==> src/rtl/signed_divider_pkg.sv <==
// signed_divider_pkg: shared state encoding and default widths for the signed divider
package signed_divider_pkg;
  typedef enum logic [1:0] {IDLE, RUN, FIX, DONE} state_t;
  localparam int N_WIDTH_DEF = 16;
  localparam int D_WIDTH_DEF = 8;
  localparam int CNT_W_DEF = $clog2(N_WIDTH_DEF);
endpackage

==> src/rtl/signed_divider_step.sv <==
// div_step: one combinational restoring shift-subtract step on magnitudes
module div_step #(
  parameter int D_WIDTH = 8
) (
  input  logic [D_WIDTH-1:0] rem_i,
  input  logic               bit_i,
  input  logic [D_WIDTH-1:0] dmag_i,
  output logic [D_WIDTH-1:0] rem_o,
  output logic               q_o
);
  logic [D_WIDTH:0] trial;
  // shift in the next dividend bit and subtract when the trial covers the divisor
  always_comb begin
    trial = {rem_i, bit_i};
    q_o = trial >= {1'b0, dmag_i};
    rem_o = D_WIDTH'(q_o ? trial - {1'b0, dmag_i} : trial);
  end
endmodule

==> src/rtl/signed_divider.sv <==
// signed_divider: sequential signed restoring divider, one quotient bit per clock
module signed_divider
  import signed_divider_pkg::*;
#(
  parameter int N_WIDTH = N_WIDTH_DEF,
  parameter int D_WIDTH = D_WIDTH_DEF
) (
  input  logic               clk,
  input  logic               rst,
  input  logic               start,
  input  logic [N_WIDTH-1:0] dividend,
  input  logic [D_WIDTH-1:0] divisor,
  output logic [N_WIDTH-1:0] quotient,
  output logic [D_WIDTH-1:0] remainder,
  output logic               busy,
  output logic               done,
  output logic               div_by_zero,
  output logic               overflow
);
  localparam int CW = $clog2(N_WIDTH);
  state_t state_q, state_d;
  logic [N_WIDTH-1:0] n_q, n_d, quot_q, quot_d;
  logic [D_WIDTH-1:0] d_q, d_d, r_q, r_d, rem_q, rem_d, r_next;
  logic [CW-1:0] cnt_q, cnt_d;
  logic qn_q, qn_d, rn_q, rn_d, dbz_q, dbz_d, ovf_q, ovf_d, q_bit;
  div_step #(.D_WIDTH(D_WIDTH)) u_step (
    .rem_i (r_q),
    .bit_i (n_q[N_WIDTH-1]),
    .dmag_i(d_q),
    .rem_o (r_next),
    .q_o   (q_bit)
  );
  // state and datapath registers; reset abandons any division in flight
  always_ff @(posedge clk or posedge rst) begin
    if (rst) begin
      state_q <= IDLE;
      n_q <= '0;
      d_q <= '0;
      r_q <= '0;
      cnt_q <= '0;
      qn_q <= 1'b0;
      rn_q <= 1'b0;
      quot_q <= '0;
      rem_q <= '0;
      dbz_q <= 1'b0;
      ovf_q <= 1'b0;
    end else begin
      state_q <= state_d;
      n_q <= n_d;
      d_q <= d_d;
      r_q <= r_d;
      cnt_q <= cnt_d;
      qn_q <= qn_d;
      rn_q <= rn_d;
      quot_q <= quot_d;
      rem_q <= rem_d;
      dbz_q <= dbz_d;
      ovf_q <= ovf_d;
    end
  end
  // next state: n_q shifts dividend magnitude out and quotient bits in; zero divisor skips RUN
  always_comb begin
    state_d = state_q;
    n_d = n_q;
    d_d = d_q;
    r_d = r_q;
    cnt_d = cnt_q;
    qn_d = qn_q;
    rn_d = rn_q;
    quot_d = quot_q;
    rem_d = rem_q;
    dbz_d = dbz_q;
    ovf_d = ovf_q;
    case (state_q)
      IDLE: if (start) begin
        n_d = divisor == '0 ? '0 : dividend[N_WIDTH-1] ? -dividend : dividend;
        d_d = divisor[D_WIDTH-1] ? -divisor : divisor;
        qn_d = dividend[N_WIDTH-1] ^ divisor[D_WIDTH-1];
        rn_d = dividend[N_WIDTH-1];
        r_d = '0;
        cnt_d = CW'(N_WIDTH - 1);
        dbz_d = 1'b0;
        ovf_d = 1'b0;
        state_d = divisor == '0 ? FIX : RUN;
      end
      RUN: begin
        n_d = {n_q[N_WIDTH-2:0], q_bit};
        r_d = r_next;
        cnt_d = cnt_q - CW'(1);
        state_d = cnt_q == '0 ? FIX : RUN;
      end
      FIX: begin
        quot_d = qn_q ? -n_q : n_q;
        rem_d = rn_q ? -r_q : r_q;
        ovf_d = !qn_q && n_q[N_WIDTH-1];
        dbz_d = d_q == '0;
        state_d = DONE;
      end
      default: state_d = IDLE;
    endcase
  end
  assign quotient = quot_q;
  assign remainder = rem_q;
  assign div_by_zero = dbz_q;
  assign overflow = ovf_q;
  assign busy = state_q != IDLE;
  assign done = state_q == DONE;
endmodule
==> config.mk <==
export PLATFORM = sky130hd
export DESIGN_NAME = signed_divider
export DESIGN_NICKNAME = d
export VERILOG_FILES = /design/src/rtl/signed_divider_pkg.sv /design/src/rtl/signed_divider_step.sv /design/src/rtl/signed_divider.sv
export SDC_FILE = /design/constraint.sdc
export NUM_CORES = 1
export LEC_CHECK = 0
export BUFFER_PORTS_ARGS = -buffer_cell sky130_fd_sc_hd__clkbuf_2
export CORE_MARGIN = 2
export CORE_UTILIZATION = 53
export CTS_CLUSTER_DIAMETER = 100
export DETAILED_ROUTE_END_ITERATION = 8
export HOLD_SLACK_MARGIN = 0.05
export PLACE_DENSITY = 0.77
export SLEW_MARGIN = 40
export SYNTH_ARGS = -nofsm -noshare
export SYNTH_HDL_FRONTEND = slang
export SYNTH_SLANG_ARGS = --single-unit
export TNS_END_PERCENT = 10
==> constraint.sdc <==
create_clock -name clk -period 2.6 [get_ports clk]
set_input_delay 0.65 -clock clk [delete_from_list [all_inputs] [get_ports clk]]
set_output_delay 0.65 -clock clk [all_outputs]
set_load 0.01 [all_outputs]
==> metrics.md <==
| Metric | Value |
|---|---|
| Routed Antenna Nets | `0` |
| Post-layout util | `62.08%` |
| Switching share of power | `41.90%` |
| Hold crit path type | `input pin to async pin` |
| Sequential power share | `37.1%` |
| Count of hold-fix buffers inserted at cts | `0` |
| Total power | `4.956 mW` |
| Number of synthesized flops with an enable pin | `0` |
| Dpl ws | `0.3659 ns` |
| GRT Residual Overflow | `0` |
| Top post-synthesis cells by area | `dfrtp_1 42%, xor2_1 8.2%, o21ai_0 6.4%` |
| Routed len/inst | `13.97 µm` |
| Initial antenna violation count | `0` |
| Top layer in use | `met4` |
| Leakage | `2.047 nW` |
| Via Count | `3,272` |
| Largest net degree at the start of global routing | `53` |
| Power Dens Cells | `1101 nW/µm²` |
| Initial Utilization | `54.70%` |
| Num CTS Buffers | `9` |
| Final #Nets | `535` |
| Max-Cap Viols | `0` |
| Synth Flop Type | `dfrtp_1` |
| Slew Viols, Final | `0` |
| Non-Filler Cell Area, Final | `4503 µm²` |
| Post_cts resized | `0` |
| Worst setup SP type | `flip-flop` |
| Sw power | `2.077 mW` |
| Ys async rst share | `100.0%` |
| Clock network fraction of total power | `16.1%` |
| Largest family of logic cells by synthesized area | `compound AO/OA/AOI/OAI gates` |
| Final Critical Period | `2.179 ns` |
| Clock root cell | `clkbuf_8` |
| Area post-placement | `4320 µm²` |
| DRC | `0` |
| First-pass GRT wire length | `14,460 µm` |
| Combinational Power Share | `46.8%` |
| Final period utilization | `83.82%` |
| Layout Skew | `0.005469 ns` |
| Crit-path max FO | `4` |
| Crit path kind | `flip-flop to flip-flop` |
| Setup bufs post-CTS | `0` |
| CTS tree | `done` |
| Avg Inst Size Synth | `8.896 µm²` |
| Maximum clock path buffer count | `2` |
| Fin Setup TNS | `0 ns` |
| Worst-skew pair later-pin latency | `0.33 ns` |
| Area delta synth->final | `13.50%` |
| H-tree levels | `3` |
| Layout cells sized above 1 | `18.04%` |
| Half-perimeter wire length after placement | `6238 µm` |
| Fin cells | `598` |
| XOR/XNOR share of the synthesized area | `9.713%` |
| Reg clk slew, reported paths | `0.07 ns` |
| PortBufs | `54` |
| Clock Sinks | `66` |
| Internal power | `2.879 mW` |
| Arrival @ worst endpoint | `2.41 ns` |
| Fin. Hold Viols | `0` |
| Initial drt markers | `220` |
| Final wirelength | `8356 µm` |
| Post-synth cell types | `49` |
| Via density | `5.472` |
| Critical path capture point type | `flip-flop` |
| Slew of the pin with the lowest slew margin | `0.6333 ns` |
| Final worst slack | `0.4206 ns` |
| Chip Height | `90.52 µm` |
| WL met3 | `422 µm` |
| Maximum operating frequency | `458.9 MHz` |
| #FFs+latches synth | `66` |
| Hold Slack | `0.3774 ns` |
| Placed Cells | `582` |
| R2r setup slk | `0.42 ns` |
| Vias in the first global route | `3,078` |
| Total track usage | `21.55%` |
| Mux contribution to synthesized area | `2.018%` |
| Die X | `90.52 µm` |
| RePlAce Congestion | `0.9318` |
| Synth Area in Simple Gates | `16.87%` |
| Ant diodes | `0` |
| Commonest non-fill, non-tap cell in the layout | `dfrtp_1` |
| Max VDD drop | `0.4381 mV` |
| Site Rows | `31` |
| Post-Syn Instances | `446` |
| Post-synthesis adder-cell area fraction | `4.604%` |
| DR WL met2 | `3656 µm` |
| IO Pins | `55` |
| RSZ-0062 raised after global routing | `no` |
| Die ar. | `8194 µm²` |
| # setup viols final | `0` |
| Outcome | `complete, no violations` |
| Syn_nets | `487` |
| Worst Path Required | `2.83 ns` |
| Area share of the largest cell type after synthesis | `41.63%` |
| Most frequent cells in the layout | `66 x dfrtp_1, 64 x nand2_1, 54 x clkbuf_2, 51 x o21ai_0, 37 x xor2_1` |
| Placeable Area | `7253 µm²` |
| Met1 WL | `4178 µm` |
| Synthesized cell area | `3968 µm²` |
| Pre-antenna DRT Iters | `5` |
| Max_slew headroom | `57.72%` |
| Synth area leader | `dfrtp_1` |
| Compound-Gate Fraction of Synth Area | `19.93%` |
| Sequential fraction of the synthesis area | `41.63%` |
| Synth warn | `0` |
==> area by class of cell <==
| type | instances | area (µm²) |
|---|---|---|
| multi-input cells | 330 | 2108 |
| fillers | 668 | 2750 |
| clock inverters | 2 | 10.01 |
| inverters | 25 | 93.84 |
| well taps | 99 | 123.9 |
| flip-flops and latches | 66 | 1652 |
| clock buffers | 14 | 172.7 |
| repair buffers | 62 | 342.8 |
==> flip-flops by register name (all words and copies together) (netlist names) <==
register     flops
state_q          2
d_q              8
rn_q             1
quotient        16
cnt_q            4
n_q             16
r_q              8
qn_q             1
overflow         1
remainder        8
div_by_zero      1
==> cell families (layout without fill, tap and decap cells) <==
family          after synthesis  after routing
mux                           8              8
fa+ha+maj                    14             14
buf+inv                      50            103
simple gates                140            140
xor+xnor                     44             44
flops                        66             66
compound gates              124            124
==> power groups by stage <==
stage          logic, mW  clock network, mW  registers [mW]
2_1_floorplan       1.93                  0            1.68
3_3_place_gp        2.24                  0            1.83
3_5_place_dp        2.33                  0            1.85
4_1_cts             2.34              0.813            1.83
5_1_grt             2.66              0.858            1.91
6_report            2.32              0.797            1.84
==> synth_stat cells (4+ instances only) <==
master / number
dfrtp_1: 66
nand2_1: 64
o21ai_0: 51
xor2_1: 37
nor2_1: 29
inv_1: 25
a21oi_1: 23
clkbuf_1: 20
ha_1: 13
o31ai_1: 11
nand3_1: 9
mux2i_1: 8
nor2b_1: 7
xnor2_1: 7
o22ai_2: 6
nand2b_1: 5
nand3b_1: 5
o41ai_1: 5
nor3_1: 4
nor4_1: 4
o221ai_1: 4
o22ai_1: 4
or3_1: 4
==> path summary, 6_finish.rpt <==
| check | start | endpoint | cells past startpoint |
|---|---|---|---|
| worst min-delay path | rst | quotient[5]$_DFFE_PP0P_ | 2 |
| worst max register to register | n_q[15]$_DFFE_PP0P_ | r_q[6]$_DFFE_PP0P_ | 9 |
| max in group asynchronous | rst | r_q[0]$_DFFE_PP0P_ | 3 |
| worst max-delay path | n_q[15]$_DFFE_PP0P_ | r_q[6]$_DFFE_PP0P_ | 9 |
| min in group clk | remainder[2]$_DFFE_PP0P_ | remainder[2]$_DFFE_PP0P_ | 2 |
| worst min register to register | remainder[2]$_DFFE_PP0P_ | remainder[2]$_DFFE_PP0P_ | 2 |
==> routing by layer <==
metal,up-vias,track usage [%]
met5,-,0
met3,7,4.007
li1,1660,-
met4,0,7.179
met2,84,31.28
met1,1521,32.48
==> worst max-delay path: stages (launching register included) <==
cell and delay [ns]:
dfrtp_1 0.38, inv_1 0.16, ha_1 0.22, inv_1 0.06, fa_1 0.40, a211oi_1 0.30, o21bai_1 0.11, a21oi_1 0.18
xnor2_1 0.09, a21o_1 0.18
No activity file was read; power rests on OpenSTA's default activity.
